### src/rtl/tap_bscan_ctrl.sv
`timescale 1ns/1ps
// tap_bscan_ctrl: IEEE 1149.1-style TAP controller driving a chain of BC1 boundary-scan cells.
// Define TAP_IDCODE_EN to add the 32-bit ID register selected by IDCODE_OP.
module tap_bscan_ctrl #(
    parameter int                  IR_WIDTH     = 4,
    parameter logic [IR_WIDTH-1:0] EXTEST_OP    = 4'b0000,
    parameter logic [IR_WIDTH-1:0] SAMPLE_OP    = 4'b0001,
    parameter logic [IR_WIDTH-1:0] IDCODE_OP    = 4'b0010,
    parameter logic [31:0]         IDCODE_VALUE = 32'h1000_0001
) (
    input  logic Clock,
    input  logic Reset,
    input  logic TMS,
    input  logic TDI,
    input  logic TDO_BSR,
    output logic ShiftBR,
    output logic ClockBR,
    output logic UpdateBR,
    output logic ModeCont,
    output logic TDO,
    output logic TDO_EN
);

    localparam logic [IR_WIDTH-1:0] IR_CAPTURE = {{(IR_WIDTH-2){1'b0}}, 2'b01};
`ifdef TAP_IDCODE_EN
    localparam logic [IR_WIDTH-1:0] IR_RESET = IDCODE_OP;
`else
    localparam logic [IR_WIDTH-1:0] IR_RESET = '1;
`endif

    typedef enum logic [3:0] {
        TLR      = 4'h0, RTI      = 4'h1, SEL_DR   = 4'h2, CAP_DR   = 4'h3,
        SH_DR    = 4'h4, EX1_DR   = 4'h5, PAUSE_DR = 4'h6, EX2_DR   = 4'h7,
        UPD_DR   = 4'h8, SEL_IR   = 4'h9, CAP_IR   = 4'hA, SH_IR    = 4'hB,
        EX1_IR   = 4'hC, PAUSE_IR = 4'hD, EX2_IR   = 4'hE, UPD_IR   = 4'hF
    } tap_state_t;

    tap_state_t          state, next_state;
    logic                in_tlr, cap_dr, sh_dr, upd_dr, cap_ir, sh_ir, upd_ir;
    logic [IR_WIDTH-1:0] ir_shift, ir;
    logic                sel_bsr, bypass_ff, clk_en, dr_tdo;

    always_ff @(posedge Clock or posedge Reset) begin
        if (Reset) state <= TLR;
        else       state <= next_state;
    end

    always_comb begin
        next_state = state;
        case (state)
            TLR:      next_state = TMS ? TLR      : RTI;
            RTI:      next_state = TMS ? SEL_DR   : RTI;
            SEL_DR:   next_state = TMS ? SEL_IR   : CAP_DR;
            CAP_DR:   next_state = TMS ? EX1_DR   : SH_DR;
            SH_DR:    next_state = TMS ? EX1_DR   : SH_DR;
            EX1_DR:   next_state = TMS ? UPD_DR   : PAUSE_DR;
            PAUSE_DR: next_state = TMS ? EX2_DR   : PAUSE_DR;
            EX2_DR:   next_state = TMS ? UPD_DR   : SH_DR;
            UPD_DR:   next_state = TMS ? SEL_DR   : RTI;
            SEL_IR:   next_state = TMS ? TLR      : CAP_IR;
            CAP_IR:   next_state = TMS ? EX1_IR   : SH_IR;
            SH_IR:    next_state = TMS ? EX1_IR   : SH_IR;
            EX1_IR:   next_state = TMS ? UPD_IR   : PAUSE_IR;
            PAUSE_IR: next_state = TMS ? EX2_IR   : PAUSE_IR;
            EX2_IR:   next_state = TMS ? UPD_IR   : SH_IR;
            UPD_IR:   next_state = TMS ? SEL_DR   : RTI;
            default:  next_state = TLR;
        endcase
    end

    always_comb begin
        in_tlr = (state == TLR);
        cap_dr = (state == CAP_DR);
        sh_dr  = (state == SH_DR);
        upd_dr = (state == UPD_DR);
        cap_ir = (state == CAP_IR);
        sh_ir  = (state == SH_IR);
        upd_ir = (state == UPD_IR);
    end

    // Instruction shift path: capture the fixed 01 pattern, then shift LSB-first.
    always_ff @(posedge Clock or posedge Reset) begin
        if (Reset)      ir_shift <= IR_CAPTURE;
        else if (cap_ir) ir_shift <= IR_CAPTURE;
        else if (sh_ir)  ir_shift <= {TDI, ir_shift[IR_WIDTH-1:1]};
    end

    always_ff @(negedge Clock or posedge Reset) begin
        if (Reset)       ir <= IR_RESET;
        else if (in_tlr) ir <= IR_RESET;
        else if (upd_ir) ir <= ir_shift;
    end

    assign sel_bsr  = (ir == EXTEST_OP) || (ir == SAMPLE_OP);
    assign ModeCont = (ir == EXTEST_OP);
    assign ShiftBR  = sel_bsr & sh_dr;

    always_ff @(posedge Clock or posedge Reset) begin
        if (Reset)              bypass_ff <= 1'b0;
        else if (in_tlr || cap_dr) bypass_ff <= 1'b0;
        else if (sh_dr)          bypass_ff <= TDI;
    end

`ifdef TAP_IDCODE_EN
    logic        sel_id;
    logic [31:0] id_reg;

    assign sel_id = (ir == IDCODE_OP);

    always_ff @(posedge Clock or posedge Reset) begin
        if (Reset)                 id_reg <= IDCODE_VALUE;
        else if (cap_dr && sel_id) id_reg <= IDCODE_VALUE;
        else if (sh_dr && sel_id)  id_reg <= {TDI, id_reg[31:1]};
    end

    assign dr_tdo = sel_bsr ? TDO_BSR : (sel_id ? id_reg[0] : bypass_ff);
`else
    logic unused_id;

    assign unused_id = ^{IDCODE_VALUE, IDCODE_OP};
    assign dr_tdo    = sel_bsr ? TDO_BSR : bypass_ff;
`endif

    // Falling-edge registers: clock-gate enable (stable through the high phase), update strobe and TDO.
    always_ff @(negedge Clock or posedge Reset) begin
        if (Reset) begin
            clk_en   <= 1'b0;
            UpdateBR <= 1'b0;
            TDO      <= 1'b0;
            TDO_EN   <= 1'b0;
        end else begin
            clk_en   <= sel_bsr & (cap_dr | sh_dr);
            UpdateBR <= sel_bsr & upd_dr;
            TDO_EN   <= sh_dr | sh_ir;
            TDO      <= sh_ir ? ir_shift[0] : (sh_dr ? dr_tdo : 1'b0);
        end
    end

    assign ClockBR = Clock & clk_en;

endmodule

### config.mk
export PLATFORM = sky130hd
export DESIGN_NAME = tap_bscan_ctrl
export DESIGN_NICKNAME = d
export VERILOG_FILES = /design/src/rtl/tap_bscan_ctrl.sv
export SDC_FILE = /design/constraint.sdc
export NUM_CORES = 1
export LEC_CHECK = 0
export BUFFER_PORTS_ARGS = -buffer_cell sky130_fd_sc_hd__buf_2
export CORE_MARGIN = 8
export CORE_UTILIZATION = 45
export CTS_CLUSTER_DIAMETER = 120
export DETAILED_ROUTE_END_ITERATION = 8
export PLACE_DENSITY = 0.71
export SETUP_SLACK_MARGIN = 0.05
export SLEW_MARGIN = 10
export SYNTH_ARGS = -nofsm -noshare
export SYNTH_HDL_FRONTEND = slang
export SYNTH_SLANG_ARGS = --single-unit
### constraint.sdc
create_clock -name Clock -period 3.2 [get_ports Clock]
set_input_delay 0.64 -clock Clock [delete_from_list [all_inputs] [get_ports Clock]]
set_output_delay 0.64 -clock Clock [all_outputs]
set_load 0.03 [all_outputs]
==> results of run 1 <==
-- cells in the mapped netlist (3+ instances only) --
library cell and n:
inv_1 7, a21oi_1 6, dfrtn_1 4, dfrtp_1 8
nand3_1 4, dfstp_2 5, nor3_1 5, nor2_1 6
nand3b_1 3, a22oi_1 4, nand2_1 8, o21ai_0 11
a211oi_1 3, nand2b_1 5, buf_2 5
-- metal layers --
layer	up-vias	GRT usage (%)	share of wire [%]
met5	-	0	0
met1	400	14.4	44
li1	401	-	-
met4	0	5.84	0.79
met2	28	20.2	48
met3	4	7.20	6.9
-- flip-flops by register name, indices dropped and copies added (netlist names) --
register	count
ir	4
ir_shift	4
state	4
TDO	1
TDO_EN	1
UpdateBR	1
bypass_ff	1
clk_en	1
-- stage by stage --
step                      TNS [ns]  instances  setup slack, ns  util, %  total power (W)
after floorplan             -0.214        106           -0.118        -         0.000758
after global placement      -0.322        142           -0.172     53.3         0.000827
after detailed placement    -0.360        142           -0.199     53.3         0.000850
after CTS                    -1.24        152           -0.537     59.8          0.00109
after global routing         -1.48        152           -0.591     59.8          0.00118
final                        -1.18        152           -0.527     59.8          0.00109
-- worst max-delay path, stage by stage, from the launching register on --
cell	delay (ns)
dfstp_2	0.36
or3_4	0.42
nor2_4	0.11
buf_6	0.13
-- final cells by class --
type                       count  area, µm²
inverter                       6       22.5
timing repair buffer          17        136
tap                           27       33.8
multi-input combinational     73        452
sequential                    17        432
fill                         199        790
clock inverter                 4       15.0
clock buffer                   8       81.3
-- cell families (layout without fill, tap and decap cells) --
group                  Yosys count  in the layout  synth area share [%]
multiplexers                     1              1                  1.06
flip-flops                      17             17                  45.8
AND/OR/NAND/NOR                 42             42                  24.8
XOR/XNOR                         1              1                 0.930
buffers and inverters           16             35                  8.63
AO/OA/AOI/OAI                   29             29                  18.7
-- worst paths after layout --
kind                                               from                      end  slack (ns)  depth (start not counted)
worst min-delay path                              Reset    bypass_ff$_DFFE_PP0P_        0.21                          2
worst min register to register  ir_shift[1]$_DFFE_PP0N_  ir_shift[1]$_DFFE_PP0N_        0.53                          2
worst max register to register       state[2]$_DFF_PP0_            TDO$_DFF_NP0_        0.28                          3
worst max-delay path                  ir[1]$_DFFE_NP1P_                 ModeCont       -0.53                          3
max in group asynchronous                         Reset        ir[3]$_DFFE_NP1P_        1.10                          2
min in group Clock                                  TDI  ir_shift[3]$_DFFE_PP0N_        0.49                          3
-- what timing repair did --
action	4_1_cts	5_1_grt
gates resized for setup	14	0
endpoints found under the hold margin	0	0
hold buffers	0	0
pin swaps	2	1
endpoints found under the setup margin	7	7
-- power by group --
group	total [W]	switching [W]	internal, W	leakage, nW
clock	0.000236	0.0000925	0.000143	0.0718
sequential	0.000408	0.000102	0.000306	0.208
combinational	0.000449	0.000238	0.000212	0.248
==> results.toml, run 1 <==
[floorplan]
core_um2 = 1960
start_util_pct = 48.0
num_io_pins = 11
die-width_um = 61.8
die_area_um2 = 3810
placementRows = 16
die_y_um = 61.8

[power_and_ir_drop]
pwr_density_cell_nw_per_um2 = 932
vdd_ir_drop_max_uv = 623
p_leak_nw = 0.528

[finish]
final_nets = 131
mostFrequentLayoutCells = "o21ai_0, inv_1, nand2_1, dfrtp_1, buf_4"
area_growth_pct = 24.4
drive_gt1_share_pct = 31.2
final_common_cell = "o21ai_0"
num_antenna_cells = 0
final_cell_area_um2 = 1170

[routing]
dr.pass1.iters = 7
routed_via_density = 5.48
totalWireLength_mm = 2.15
num_vias = 833
wl_per_cell_um = 14.1
drt_iter0_markers = 30
final_antenna_net_count = 0
drc = 0

[clock_tree]
tritoncts = "yes"
clkSlewWorstSetupHoldPaths_ns = 0.10
post-cts-setup-buffers = 0
clk_latency_ns = 0.47

[synth]
ys.flop_type = "dfrtp_1"
ys_types = 34
synth_cells = 106
yosys.area.top_type = "dfrtp_1"
ys_seq_elements = 17
yosysTopAreaCellShare_pct = 21.2
syn_nets = 111
synth-edff-count = 0
avgSynthCellArea_um2 = 8.89
async_flop_share_pct = 100
ys_seq_area_share_pct = 45.8
synth.area.top_cells = "dfrtp_1, dfstp_2, dfrtn_1"
ys_warn_count = 0
syn-cell-area_um2 = 942

[sta]
relSlewSlack_pct = 64.7
hold_viol = 0
skew_ns = 0.0694
whs_ns = 0.212
setup_viol = 5
finalMaxSlewViolations = 0
worstMarginPinSlew_ns = 0.526
setup_ws_ns = -0.527
rsz0062_at_grt = "yes"

[critical_path]
crit_fanout = 3
crit_type = "reg -> out"
cp.required_ns = 2.56
end_kind = "output pin"
cp.arrival_ns = 3.09
cp-start-kind = "register"

[worst_hold_path]
hold_class = "in -> async"

[place]
placed_cell_area_um2 = 1050
place_hpwl_mm = 1.56
gp_congestion = 0.841
port_buffers = 10

[global_routing]
grt_start_max_net_pins = 18
grt_first_pass_wirelength_mm = 3.57
antenna_found_initial = 0
overflow = 0
grt_pass1_vias = 823
track_usage_pct = 13.1

[run_status]
status = "complete, but fails checks"
violations = "setup timing"

[run]
cap_violations = 0
(Power assumes the default switching activity.)
==> run 2, diff against run 1 <==
--- a/config.mk
+++ b/config.mk
@@ -5,12 +5,13 @@
 export SDC_FILE = /design/constraint.sdc
 export NUM_CORES = 1
 export LEC_CHECK = 0
+export ABC_AREA = 1
 export BUFFER_PORTS_ARGS = -buffer_cell sky130_fd_sc_hd__buf_2
 export CORE_MARGIN = 8
 export CORE_UTILIZATION = 45
 export CTS_CLUSTER_DIAMETER = 120
 export DETAILED_ROUTE_END_ITERATION = 8
-export PLACE_DENSITY = 0.71
+export PLACE_DENSITY_LB_ADDON = 0.05
 export SETUP_SLACK_MARGIN = 0.05
 export SLEW_MARGIN = 10
 export SYNTH_ARGS = -nofsm -noshare
==> results.toml, run 2 <==
[run_status]
status = "complete, but fails checks"
violations = "setup timing"

[global_routing]
use_met2_pct = 19.1
antenna_found_initial = 0
busiest_layer = "met2"
grt_first_pass_wirelength_mm = 3.33
track_usage_pct = 12.2
overflow = 0
grt_use_met1_pct = 13.2
grt_start_max_net_pins = 12
grt_pass1_vias = 817
use_met3_pct = 6.26

[synth]
yosysTopAreaCellShare_pct = 21.7
ys_types = 21
ys_seq_area_share_pct = 46.7
syn-cell-area_um2 = 923
ys.flop_type = "dfrtp_1"
syn_nets = 128
avgSynthCellArea_um2 = 7.51
synth.area.top_cells = "dfrtp_1, dfstp_2, nand2_1"
synth_cells = 123
async_flop_share_pct = 100
yosys.area.top_type = "dfrtp_1"
synth-edff-count = 0
yosysMostFrequentCell = "nand2_1"
synth_common_cells = "nand2_1, inv_1, nor2_1, o21ai_0, dfrtp_1"
ys_warn_count = 0
ys_seq_elements = 17

[clock_tree]
cts_hold_buf = 0
tritoncts = "yes"
clk_latency_ns = 0.46
clkSlewWorstSetupHoldPaths_ns = 0.10

[power_and_ir_drop]
p_leak_nw = 0.630
power_w = 0.00105
vdd_ir_drop_max_uv = 412
pwr_density_cell_nw_per_um2 = 909
p_int_w = 0.000596
p_seq_share_pct = 35.9
clkPwrFrac_pct = 20.9
p_comb_share_pct = 43.2
swShare_pct = 43.2
p_sw_w = 0.000453

[place]
placed_cells_incl_taps = 162
gp_congestion = 0.836
port_buffers = 10
place_ws_ns = 0.0557
place_hpwl_mm = 1.51

[critical_path]
cp-start-kind = "register"
timing.rr.end = "ir[3]$_DFFE_NP1P_"
r2r-start = "state[1]$_DFF_PP0_"
rrSetupSlack_ns = 0.39
cp.arrival_ns = 2.90
crit_type = "reg -> out"
end_kind = "output pin"
crit_fanout = 3
cp.required_ns = 2.56
reg2regPathDepth = 5

[finish]
final_common_cell = "nand2_1"
top_regs = "ir (4), ir_shift (4), state (4)"
area_growth_pct = 25.1
final_nets = 152
postLayoutCoreUtil_pct = 59.5
drive_gt1_share_pct = 32.9
mostFrequentLayoutCells = "nand2_1, inv_1, o21ai_0"
layoutNonFillerInstCount = 173
num_antenna_cells = 0
fillers = 201

[floorplan]
die_area_um2 = 3760
placementRows = 16
start_util_pct = 47.6
core_um2 = 1940
die-width_um = 61.3
num_io_pins = 11
die_y_um = 61.3

[sta]
relSlewSlack_pct = 74.7
whs_ns = 0.194
setup_ws_ns = -0.335
setup_viol = 5
hold_viol = 0
rsz0062_at_grt = "yes"
finalMaxSlewViolations = 0
worstMarginPinSlew_ns = 0.379
skew_ns = 0.0721

[routing]
drc = 0
routed_via_density = 5.05
drt_iter0_markers = 22
totalWireLength_mm = 2.03
num_vias = 874
dr.pass1.iters = 4
wl_per_cell_um = 11.8
final_antenna_net_count = 0

[worst_hold_path]
hold_class = "in -> async"

[run]
cap_violations = 0
-- run 2: cell types whose count changed after synthesis, sizes merged, moves of 4 or more --
cell    change
nand2b      -5
buf         -8
nor3        -4
nand2      +30
inv        +13
a22oi       -4
nor2       +11
-- run 2: power by group through the flow --
| stage | sequential (W) | clock, W | combinational, W |
|---|---|---|---|
| 2_1_floorplan | 0.000380 | 0.0000163 | 0.000302 |
| 3_3_place_gp | 0.000374 | 0.0000181 | 0.000409 |
| 3_5_place_dp | 0.000374 | 0.0000181 | 0.000411 |
| 4_1_cts | 0.000377 | 0.000229 | 0.000439 |
| 5_1_grt | 0.000386 | 0.000240 | 0.000512 |
| 6_report | 0.000377 | 0.000220 | 0.000453 |
-- run 2: metal layers --
layer	up-vias	wire, µm
met2	32	933
met4	0	27
li1	434	-
met5	-	0
met1	403	900
met3	5	171
-- run 2: final cells by class --
class	instances	area (µm²)	area share [%]
clock buffers	8	70.1	6.07
clock inverters	5	18.8	1.63
well taps	27	33.8	2.93
flip-flops and latches	17	432	37.4
repair buffers	12	98.8	8.56
inverters	18	67.6	5.85
multi-input cells	86	434	37.6
-- run 2: logic make-up (layout without fill, tap and decap cells) --
logic type	count (synthesis)	count (layout)	synth area share (%)
compound gates	22	22	14.0
flops	17	17	46.7
buf+inv	20	43	8.13
simple gates	64	64	31.2
-- run 2: worst max-delay path by stage --
stage	cells after the start	end	from
2_1_floorplan	3	ShiftBR	ir[3]$_DFFE_NP1P_
3_3_place_gp	4	ShiftBR	ir[2]$_DFFE_NP1P_
3_5_place_dp	4	ShiftBR	ir[2]$_DFFE_NP1P_
4_1_cts	4	ShiftBR	ir[3]$_DFFE_NP1P_
5_1_grt	4	ModeCont	ir[2]$_DFFE_NP1P_
6_report	4	ShiftBR	ir[2]$_DFFE_NP1P_
-- run 2: what timing repair did --
item	in CTS	in global routing
setup endpoints to repair	7	7
pin swaps	3	1
endpoints found under the hold margin	0	0
setup buffers	1	0
resized for setup	14	5
-- run 2: critical path, stage by stage, from the launching register on --
cell     delay, ns
dfstp_2       0.52
inv_2         0.04
nand3_4       0.09
nor2_2        0.05
buf_6         0.13
-- run 2: stage by stage --
stage | setup TNS (ns) | instance area [µm²]
finish | -0.740 | 1150
global route | -0.974 | 1150
CTS | -0.805 | 1130
detailed placement | 0 | 1020
global placement | 0 | 1020
floorplan | -0.0985 | 923
